### config.mk
export PLATFORM = sky130hd
export DESIGN_NAME = uart_io
export DESIGN_NICKNAME = d
export VERILOG_FILES = /design/src/rtl/uart_io_pkg.sv /design/src/rtl/uart_io_fifo.sv /design/src/rtl/uart_io.sv
export SDC_FILE = /design/constraint.sdc
export NUM_CORES = 1
export LEC_CHECK = 0
export CORE_MARGIN = 3
export CORE_UTILIZATION = 28
export DETAILED_ROUTE_END_ITERATION = 6
export PLACE_DENSITY = 0.54
export SETUP_SLACK_MARGIN = 0.05
export SLEW_MARGIN = 20
export SYNTH_ARGS = -nofsm -noshare
export SYNTH_HDL_FRONTEND = slang
export SYNTH_SLANG_ARGS = --single-unit
### constraint.sdc
create_clock -name clk -period 2.8 [get_ports clk]
set_clock_uncertainty 0.1 [all_clocks]
set_input_delay 0.7 -clock clk [delete_from_list [all_inputs] [get_ports clk]]
set_output_delay 0.7 -clock clk [all_outputs]
set_load 0.005 [all_outputs]
### src/rtl/uart_io_pkg.sv
// Shared UART frame constants, FSM state encodings and a byte-alignment helper.
package uart_io_pkg;

  localparam int DATA_BITS = 8;
  localparam int STOP_BITS = 1;
  localparam int FRAME_BITS = 1 + DATA_BITS + STOP_BITS;

  typedef enum logic [1:0] {TX_IDLE, TX_START, TX_DATA, TX_STOP} tx_state_t;
  typedef enum logic       {RD_IDLE, RD_COLLECT}                  rd_state_t;
  typedef enum logic [1:0] {RX_IDLE, RX_START, RX_DATA, RX_STOP} rx_state_t;

  // Moves the most significant used byte of a 1-4 byte word into bits [31:24].
  function automatic logic [31:0] msb_align(input logic [31:0] d, input logic [1:0] sz);
    case (sz)
      2'd0:    return {d[7:0], 24'h0};
      2'd1:    return {d[15:0], 16'h0};
      2'd2:    return {d[23:0], 8'h0};
      default: return d;
    endcase
  endfunction

endpackage

### src/rtl/uart_io_fifo.sv
// Byte FIFO between the UART receiver and IN requests; pops on empty and pushes on full are ignored.
module io_byte_fifo #(
  parameter int FIFO_AW = 4
) (
  input  logic       clk,
  input  logic       rstn,
  input  logic       push,
  input  logic       pop,
  input  logic [7:0] din,
  output logic [7:0] dout,
  output logic       empty,
  output logic       full
);

  localparam int DEPTH = 1 << FIFO_AW;

  logic [7:0]         mem [DEPTH];
  logic [FIFO_AW-1:0] wr_ptr;
  logic [FIFO_AW-1:0] rd_ptr;
  logic [FIFO_AW:0]   count;
  logic               do_push;
  logic               do_pop;

  assign empty   = (count == '0);
  assign full    = count[FIFO_AW];
  assign do_push = push && !full;
  assign do_pop  = pop && !empty;
  assign dout    = mem[rd_ptr];

  always_ff @(posedge clk) begin
    if (do_push) mem[wr_ptr] <= din;
  end

  always_ff @(posedge clk) begin
    if (!rstn) begin
      wr_ptr <= '0;
      rd_ptr <= '0;
      count  <= '0;
    end else begin
      if (do_push) wr_ptr <= wr_ptr + FIFO_AW'(1);
      if (do_pop)  rd_ptr <= rd_ptr + FIFO_AW'(1);
      case ({do_push, do_pop})
        2'b10:   count <= count + (FIFO_AW+1)'(1);
        2'b01:   count <= count - (FIFO_AW+1)'(1);
        default: count <= count;
      endcase
    end
  end

endmodule

### src/rtl/uart_io.sv
// UART responder for exec-stage OUT/IN requests: 8N1 TX serialiser, oversampled RX
// front end feeding a byte FIFO, and a read FSM that assembles 1-4 byte IN results.
module uart_io
  import uart_io_pkg::*;
#(
  parameter int CLKS_PER_BIT = 868,
  parameter int FIFO_AW      = 4
) (
  input  logic        clk,
  input  logic        rstn,
  input  logic        uart_wenable,
  input  logic [1:0]  uart_wsz,
  input  logic [31:0] uart_wd,
  output logic        uart_wdone,
  input  logic        uart_renable,
  input  logic [1:0]  uart_rsz,
  output logic [31:0] uart_rd,
  output logic        uart_rdone,
  input  logic        rxd,
  output logic        txd,
  output logic        rx_overrun,
  output logic        rx_frame_err
);

  localparam int CW = $clog2(CLKS_PER_BIT);
  localparam logic [CW-1:0] BIT_LAST  = CW'(CLKS_PER_BIT - 1);
  localparam logic [CW-1:0] HALF_LAST = CW'(CLKS_PER_BIT / 2 - 1);
  localparam logic [2:0]    DBIT_LAST = 3'(DATA_BITS - 1);

  // ---------------- TX ----------------
  tx_state_t   tx_state;
  logic [CW-1:0] tx_cnt;
  logic [2:0]  tx_bit;
  logic [1:0]  tx_left;
  logic [31:0] tx_buf;
  logic [7:0]  tx_byte;

  assign tx_byte = tx_buf[31:24];

  always_ff @(posedge clk) begin
    if (!rstn) begin
      tx_state   <= TX_IDLE;
      tx_cnt     <= '0;
      tx_bit     <= '0;
      tx_left    <= '0;
      tx_buf     <= '0;
      txd        <= 1'b1;
      uart_wdone <= 1'b0;
    end else begin
      uart_wdone <= 1'b0;
      case (tx_state)
        TX_IDLE: begin
          if (uart_wenable) begin
            tx_buf   <= msb_align(uart_wd, uart_wsz);
            tx_left  <= uart_wsz;
            tx_cnt   <= '0;
            txd      <= 1'b0;
            tx_state <= TX_START;
          end
        end
        TX_START: begin
          if (tx_cnt == BIT_LAST) begin
            tx_cnt   <= '0;
            tx_bit   <= '0;
            txd      <= tx_byte[0];
            tx_state <= TX_DATA;
          end else begin
            tx_cnt <= tx_cnt + CW'(1);
          end
        end
        TX_DATA: begin
          if (tx_cnt == BIT_LAST) begin
            tx_cnt <= '0;
            if (tx_bit == DBIT_LAST) begin
              txd      <= 1'b1;
              tx_state <= TX_STOP;
            end else begin
              tx_bit <= tx_bit + 3'd1;
              txd    <= tx_byte[tx_bit + 3'd1];
            end
          end else begin
            tx_cnt <= tx_cnt + CW'(1);
          end
        end
        TX_STOP: begin
          if (tx_cnt == BIT_LAST) begin
            tx_cnt <= '0;
            if (tx_left == 2'd0) begin
              uart_wdone <= 1'b1;
              tx_state   <= TX_IDLE;
            end else begin
              // Next byte follows the stop bit with no idle gap.
              tx_left  <= tx_left - 2'd1;
              tx_buf   <= {tx_buf[23:0], 8'h0};
              txd      <= 1'b0;
              tx_state <= TX_START;
            end
          end else begin
            tx_cnt <= tx_cnt + CW'(1);
          end
        end
        default: tx_state <= TX_IDLE;
      endcase
    end
  end

  // ---------------- RX front end ----------------
  logic rxd_s1, rxd_s2, rxd_q;

  always_ff @(posedge clk) begin
    if (!rstn) begin
      rxd_s1 <= 1'b1;
      rxd_s2 <= 1'b1;
      rxd_q  <= 1'b1;
    end else begin
      rxd_s1 <= rxd;
      rxd_s2 <= rxd_s1;
      rxd_q  <= rxd_s2;
    end
  end

  rx_state_t     rx_state;
  logic [CW-1:0] rx_cnt;
  logic [2:0]    rx_bit;
  logic [7:0]    rx_sh;
  logic          rx_push;
  logic          fifo_full;
  logic          fifo_empty;
  logic          fifo_pop;
  logic [7:0]    fifo_dout;

  always_ff @(posedge clk) begin
    if (!rstn) begin
      rx_state     <= RX_IDLE;
      rx_cnt       <= '0;
      rx_bit       <= '0;
      rx_sh        <= '0;
      rx_push      <= 1'b0;
      rx_overrun   <= 1'b0;
      rx_frame_err <= 1'b0;
    end else begin
      rx_push <= 1'b0;
      if (rx_push && fifo_full) rx_overrun <= 1'b1;
      case (rx_state)
        RX_IDLE: begin
          if (rxd_q && !rxd_s2) begin
            rx_cnt   <= '0;
            rx_state <= RX_START;
          end
        end
        RX_START: begin
          if (rx_cnt == HALF_LAST) begin
            rx_cnt <= '0;
            if (rxd_s2) begin
              rx_state <= RX_IDLE;
            end else begin
              rx_bit   <= '0;
              rx_state <= RX_DATA;
            end
          end else begin
            rx_cnt <= rx_cnt + CW'(1);
          end
        end
        RX_DATA: begin
          if (rx_cnt == BIT_LAST) begin
            rx_cnt <= '0;
            rx_sh  <= {rxd_s2, rx_sh[7:1]};
            if (rx_bit == DBIT_LAST) rx_state <= RX_STOP;
            else                     rx_bit   <= rx_bit + 3'd1;
          end else begin
            rx_cnt <= rx_cnt + CW'(1);
          end
        end
        RX_STOP: begin
          // Re-arm at the stop-bit centre so back-to-back frames are not missed.
          if (rx_cnt == BIT_LAST) begin
            rx_cnt   <= '0;
            rx_state <= RX_IDLE;
            if (rxd_s2) rx_push      <= 1'b1;
            else        rx_frame_err <= 1'b1;
          end else begin
            rx_cnt <= rx_cnt + CW'(1);
          end
        end
        default: rx_state <= RX_IDLE;
      endcase
    end
  end

  io_byte_fifo #(.FIFO_AW(FIFO_AW)) u_fifo (
    .clk   (clk),
    .rstn  (rstn),
    .push  (rx_push),
    .pop   (fifo_pop),
    .din   (rx_sh),
    .dout  (fifo_dout),
    .empty (fifo_empty),
    .full  (fifo_full)
  );

  // ---------------- READ FSM ----------------
  rd_state_t   rd_state;
  logic [1:0]  rd_left;
  logic [31:0] rd_sh;

  assign fifo_pop = (rd_state == RD_COLLECT) && !fifo_empty;

  always_ff @(posedge clk) begin
    if (!rstn) begin
      rd_state   <= RD_IDLE;
      rd_left    <= '0;
      rd_sh      <= '0;
      uart_rd    <= '0;
      uart_rdone <= 1'b0;
    end else begin
      uart_rdone <= 1'b0;
      case (rd_state)
        RD_IDLE: begin
          if (uart_renable) begin
            rd_left  <= uart_rsz;
            rd_sh    <= '0;
            rd_state <= RD_COLLECT;
          end
        end
        RD_COLLECT: begin
          if (!fifo_empty) begin
            if (rd_left == 2'd0) begin
              uart_rd    <= {rd_sh[23:0], fifo_dout};
              uart_rdone <= 1'b1;
              rd_state   <= RD_IDLE;
            end else begin
              rd_sh   <= {rd_sh[23:0], fifo_dout};
              rd_left <= rd_left - 2'd1;
            end
          end
        end
        default: rd_state <= RD_IDLE;
      endcase
    end
  end

endmodule

# == After elaboration in Yosys (flattened, before gate mapping) ==
# Memory sizes are Yosys's and may differ from the RTL's. A register that Yosys moved wholly into a read port is not among the register bits.
# Index checks and enable logic that the tools add are counted.
# word_totals
n_memories,1
regBits,153
out_inout_bits,37
input_bits,41
ram_bits,128
# op_classes
magnitude_cmp,1
n_eq_ne,32
reduce_logical,33
addsub,10
mux,68
bitwise_logic,4
# mem_list
name,depth,word_bits,read_ports,rd_ports_with_merged_regs,write_ports,line_no,source
u_fifo.mem,16,8,1,1,1,uart_io_fifo.sv:17,logic [7:0] mem [DEPTH];
# ops
cell,count
2-to-1 mux 32 bit,3
one-hot mux 32 bit (3 select lines),1
2-to-1 mux 24 bit,3
one-hot mux 32 bit (2 select lines),1
2-to-1 mux 10 bit,5
one-hot mux 24 bit (2 select lines),1
2-to-1 mux 2 bit,17
inequality test 2 bit (second input constant),17
one-hot mux 10 bit (3 select lines),1
2-to-1 mux 3 bit,7
adder 10 x 1 -> 10 bit (second input constant),2
== test 10 bit (second input constant),2
one-hot mux 10 bit (2 select lines),1
AND reduction 5 bit,4
2-to-1 mux 1 bit,16
one-hot mux 2 bit (4 select lines),2
AND reduction 3 bit,5
== test 2 bit (second input constant),6
one-hot mux 3 bit (2 select lines),2
== test 10 x 9 -> 1 bit (second input constant),1
logical NOT 2 bit,5
one-hot mux 5 bit (2 select lines),1
adder 4 x 1 -> 4 bit (second input constant),2
== test 2 x 1 -> 1 bit (second input constant),4
20 further kinds,39

# == Depth between registers and ports, before layout ==
# depth
word_depth,6
mapped_depth,12
ltp_nobuf,10

# == Cells and area by module ==
# Synthesis repeated with hierarchy kept, for this count alone.
# hier_totals
hier_cells,960
hier_area_um2,11997.8
# modules_own_cells
module,seq_area_each_um2,cells_per_inst,area_each_um2,instances
uart_io,2802.7,669,6227.2,1
io_byte_fifo,4184.0,291,5770.5,1

# == Least setup slack after synthesis ==
# Ideal clock, no wire load.
# synth_path
path_kind,flip-flop to flip-flop
from,register u_fifo.count[1]
to,register u_fifo.count[4]
arrival_time_ns,2.766
setup_time_ns,0.070
path_buffers,2
t_required_ns,2.630
slack_ns,-0.136
period_less_slack_ns,2.936
path_stages_with_launch,13
cell_sequence,dfxtp_1 buf_2 or4_1 o21a_1 buf_2 ha_1 xor2_1 ha_1 a211o_1 a21oi_1 a221oi_1 or3_1 a21oi_1
# synth_via
elab_chain_cells,6
elab_cells_between_ends,10
classes_between,add/sub (2); eq/ne (2); mux (1); reduce/logical (5)
# synth_lines
element,line_no,source
from (decl),uart_io_fifo.sv:20,logic [FIFO_AW:0] count;
from (signal assigned),uart_io_fifo.sv:43,2'b10: count <= count + (FIFO_AW+1)'(1);
from (signal assigned),uart_io_fifo.sv:44,2'b01: count <= count - (FIFO_AW+1)'(1);
from (signal assigned),uart_io_fifo.sv:45,default: count <= count;
logical NOT 5 bit,uart_io_fifo.sv:24,assign empty = (count == '0);
logical NOT 1 bit,"uart_io_fifo.sv:27, uart_io.sv:206",
logical AND 1 bit,uart_io.sv:206,assign fifo_pop = (rd_state == RD_COLLECT) && !fifo_empty;
logical AND 1 bit,uart_io_fifo.sv:27,assign do_pop = pop && !empty;
== test 2 x 1 -> 1 bit / == test 2 bit (equally long branches),uart_io_fifo.sv:42,"case ({do_push, do_pop})"
one-hot mux 5 bit (2 select lines) / nonzero test 2 bit (equally long branches),n/a,
# Several ways; a longest one is shown, not always the timed one.
# A chain may end at the register's enable or synchronous reset.

# == Worst setup path in the final report ==
# layout_path
from,register u_fifo.count[0]
to,register u_fifo.count[4]
# Same word-level chain as after synthesis.

==> results.sh <==
export IMPL_status="finished, final reports clean"
export IMPL_drc_errors=0
export IMPL_synthCells=980
export IMPL_arrival_ns=3.10
export IMPL_hold_viol=0
export IMPL_drive_gt1_frac=0.1331
export IMPL_insertedDiodeCount=0
export IMPL_synthTopCellsByCount="dfxtp_1 (157), edfxtp_1 (128), nor2_1 (104)"
export IMPL_wl_mm=25.97
export IMPL_dieArea_um2=44590
export IMPL_synth_seq_cells=285
export IMPL_layout_nets=1123
export IMPL_multi_input_area_um2=4498
export IMPL_yosys_warnings=0
export IMPL_synth_most_common_cell="dfxtp_1"
export IMPL_synthArstFlopShare=0
export IMPL_min_period_ns=2.708
export IMPL_synth_compound_area_share=0.1227
export IMPL_synth_ff_type="dfxtp_1"
export IMPL_drt_wirelength_per_cell_um=16.09
export IMPL_end_kind="flop"
export IMPL_io_buffer_count=77
export IMPL_setup_viol=0
export IMPL_synth_cell_types=63
export IMPL_synth_fa_ha_area_frac=0.02442
export IMPL_critPathKind="reg -> reg"
export IMPL_hpwl_mm=16.74
export IMPL_synth_edf_count=128
export IMPL_required_ns=3.19
export IMPL_grt_overflow_total=0
export IMPL_yosys_mux_area_fraction=0.1041
export IMPL_root_buffer="clkbuf_16"
export IMPL_grt_max_degree=68
export IMPL_vias=7736
export IMPL_dr_pass1_iters=5
export IMPL_start_util=0.2861
export IMPL_synth_xor_area_frac=0.01338
export IMPL_clk_pin_slew_ns=0.06
export IMPL_h_tree_depth=1
export IMPL_grt_pass1_wl_mm=41.14
export IMPL_tns_ns=0
export IMPL_p_per_area_nw_per_um2=669.0
export IMPL_areaGrowthSynthToFinish_pct=21.18
export IMPL_register_area_um2=6988
export IMPL_hold_slack_ns=0.3101
export IMPL_worstPathMaxFanout=6
export IMPL_p_leak_nw=4.833
export IMPL_synth_net_count=1044
export IMPL_nFillCells=4005
export IMPL_core_area_um2=41200
export IMPL_fin_crit_sh=0.9671
export IMPL_num_rows=74
export IMPL_vdd_drop_max_uv=387.7
export IMPL_finalMaxSlewViolations=0
export IMPL_synth_top_family_by_area="compound AO/OA/AOI/OAI gates"
export IMPL_cts_max_path_buffers=3
export IMPL_crit_slowest_cell="or4_4"
export IMPL_cts_tree="done"
export IMPL_cts_buffers=29
export IMPL_ant_nets=0
export IMPL_grt_use_total=0.1137
export IMPL_crit_chain="or4_4 > o21a_4 > ha_4 > xor2_2 > ha_2 > a211o_1 > a21oi_2 > a221oi_2 > or3_1 > a21oi_1"
export IMPL_fmax_mhz=369.3
export IMPL_cts_sinks=285
export IMPL_synth_top_area_cell="edfxtp_1"
export IMPL_die_w_um=211.2
export IMPL_drtIter0Drc=461
export IMPL_synth_area_leaders="edfxtp_1 (33%), dfxtp_1 (27%), mux4_2 (6.5%)"
export IMPL_cap_violations=0
export IMPL_grt_pass1_vias=7643
export IMPL_synth_simple_gate_area_frac=0.1123
export IMPL_synth_area_um2=11790
export IMPL_rsz0062_at_grt="true"
export IMPL_worst_pin_slew_ns=0.7191
export IMPL_max_stage_delay_ns=0.54
export IMPL_ys_seq_area_frac=0.5928
export IMPL_relSlewSlack=0.5199
export IMPL_yosysTopAreaCellShare=0.3261
export IMPL_place_congestion=0.7533
export IMPL_avgSynthCellArea_um2=12.03
export IMPL_insertion_delay_ns=0.56
export IMPL_hold_class="reg -> reg"
export IMPL_antenna_found_initial=0
export IMPL_fp_dieH_um=211.2
export IMPL_io_pins=78
export IMPL_routed_via_density=4.793
export IMPL_critPathLaunchType="flop"
## path summary, 6_finish.rpt
| path | startpoint | endpoint | slack [ns] | cells past startpoint |
|---|---|---|---|---|
| worst min-delay path | rxd_s1 | rxd_s2 | 0.31 | 1 |
| worst min register to register | rxd_s1 | rxd_s2 | 0.31 | 1 |
| worst max register to register | u_fifo.count[0] | u_fifo.count[4] | 0.09 | 10 |
| worst max-delay path | u_fifo.count[0] | u_fifo.count[4] | 0.09 | 10 |
## timing repair
item	4_1_cts	5_1_grt
hold buffers	0	0
hold endpoints to repair	0	0
endpoints found under the setup margin	0	1
resized for setup	0	4
setup buffers	0	1
## registers in the layout, summed over array words and instances (netlist names), 4 cells and up, named ones only
register,count
rd_sh,24
rx_cnt,10
rx_sh,8
tx_buf,32
tx_cnt,10
u_fifo.count,5
u_fifo.mem,128
u_fifo.rd_ptr,4
u_fifo.wr_ptr,4
uart_rd,32
## power breakdown
| group | internal (mW) | leakage [nW] | total, mW | switching (mW) |
|---|---|---|---|---|
| clock network | 2.09 | 0.429 | 3.72 | 1.62 |
| logic | 0.472 | 1.95 | 1.19 | 0.714 |
| registers | 4.52 | 2.46 | 4.65 | 0.129 |
| total | 7.09 | 4.83 | 9.55 | 2.47 |
## per-stage QoR
stage / cell area (µm²) / setup slack, ns / util / std cells / total power [mW]
after floorplan: 11820 / 0.06590 / - / 980 / 5.553
after global placement: 13340 / 0.1564 / 0.3237 / 1559 / 5.903
after CTS: 14250 / 0.07275 / 0.3459 / 1613 / 9.676
final: 14280 / 0.09202 / 0.3466 / 1614 / 9.555
after global routing: 14280 / 0.02116 / 0.3466 / 1614 / 10.01
after detailed placement: 13340 / 0.1227 / 0.3237 / 1559 / 5.926
## metal layers
| layer | global-route usage | share of wire | up-vias | routed length (µm) |
|---|---|---|---|---|
| met3 | 0.01931 | 0.033 | 31 | 866 |
| met4 | 0.02633 | 0.016 | 0 | 407 |
| met2 | 0.1907 | 0.48 | 96 | 12360 |
| met5 | 0 | 0 | - | 0 |
| li1 | - | - | 3826 | - |
| met1 | 0.1546 | 0.48 | 3783 | 12340 |
## layout make-up
class,instances,share of cell area
clock inverters,20,0.01165
clock buffers,34,0.05212
flip-flops and latches,285,0.4893
multi-input cells,607,0.3149
repair buffers,119,0.08095
inverters,17,0.004468
well taps,532,0.04661
## worst max-delay path, delay by kind of cell, from the launching register on
kind | cells | cell delay [ns]
AND/OR/NAND/NOR | 2 | 0.85
flip-flops | 1 | 0.31
adder cells (fa/ha/maj) | 2 | 0.39
AO/OA/AOI/OAI | 5 | 0.83
XOR/XNOR | 1 | 0.15
## placed cells by master (no fill, tap or decap), types with 8 or more instances in the layout
cell type	synthesis	routed
nand3_1	30	30
a22o_1	33	33
mux2i_1	36	36
clkbuf_16	0	29
inv_1	16	16
mux4_2	34	34
nor2_1	104	104
nand4_1	10	10
o21ai_0	33	33
a22oi_1	42	42
or3_1	8	8
dfxtp_1	157	156
a211oi_1	18	18
nand2_1	67	67
a21oi_1	41	39
xor2_1	12	11
nand2b_1	11	11
nor3_1	9	9
buf_4	2	36
a32o_1	8	8
mux2_2	9	9
edfxtp_1	128	128
nor2b_1	9	9
clkdlybuf4s50_1	0	76
ha_1	23	21
## logic make-up after synthesis
group                      count (synthesis)
AOI/OAI and AO/OA                        207
xor gates and xnor gates                  18
adders and majority gates                 23
buffers and inverters                     88
DFF                                      285
muxes                                     79
and+or+nand+nor                          280
(Power assumes the default switching activity.)
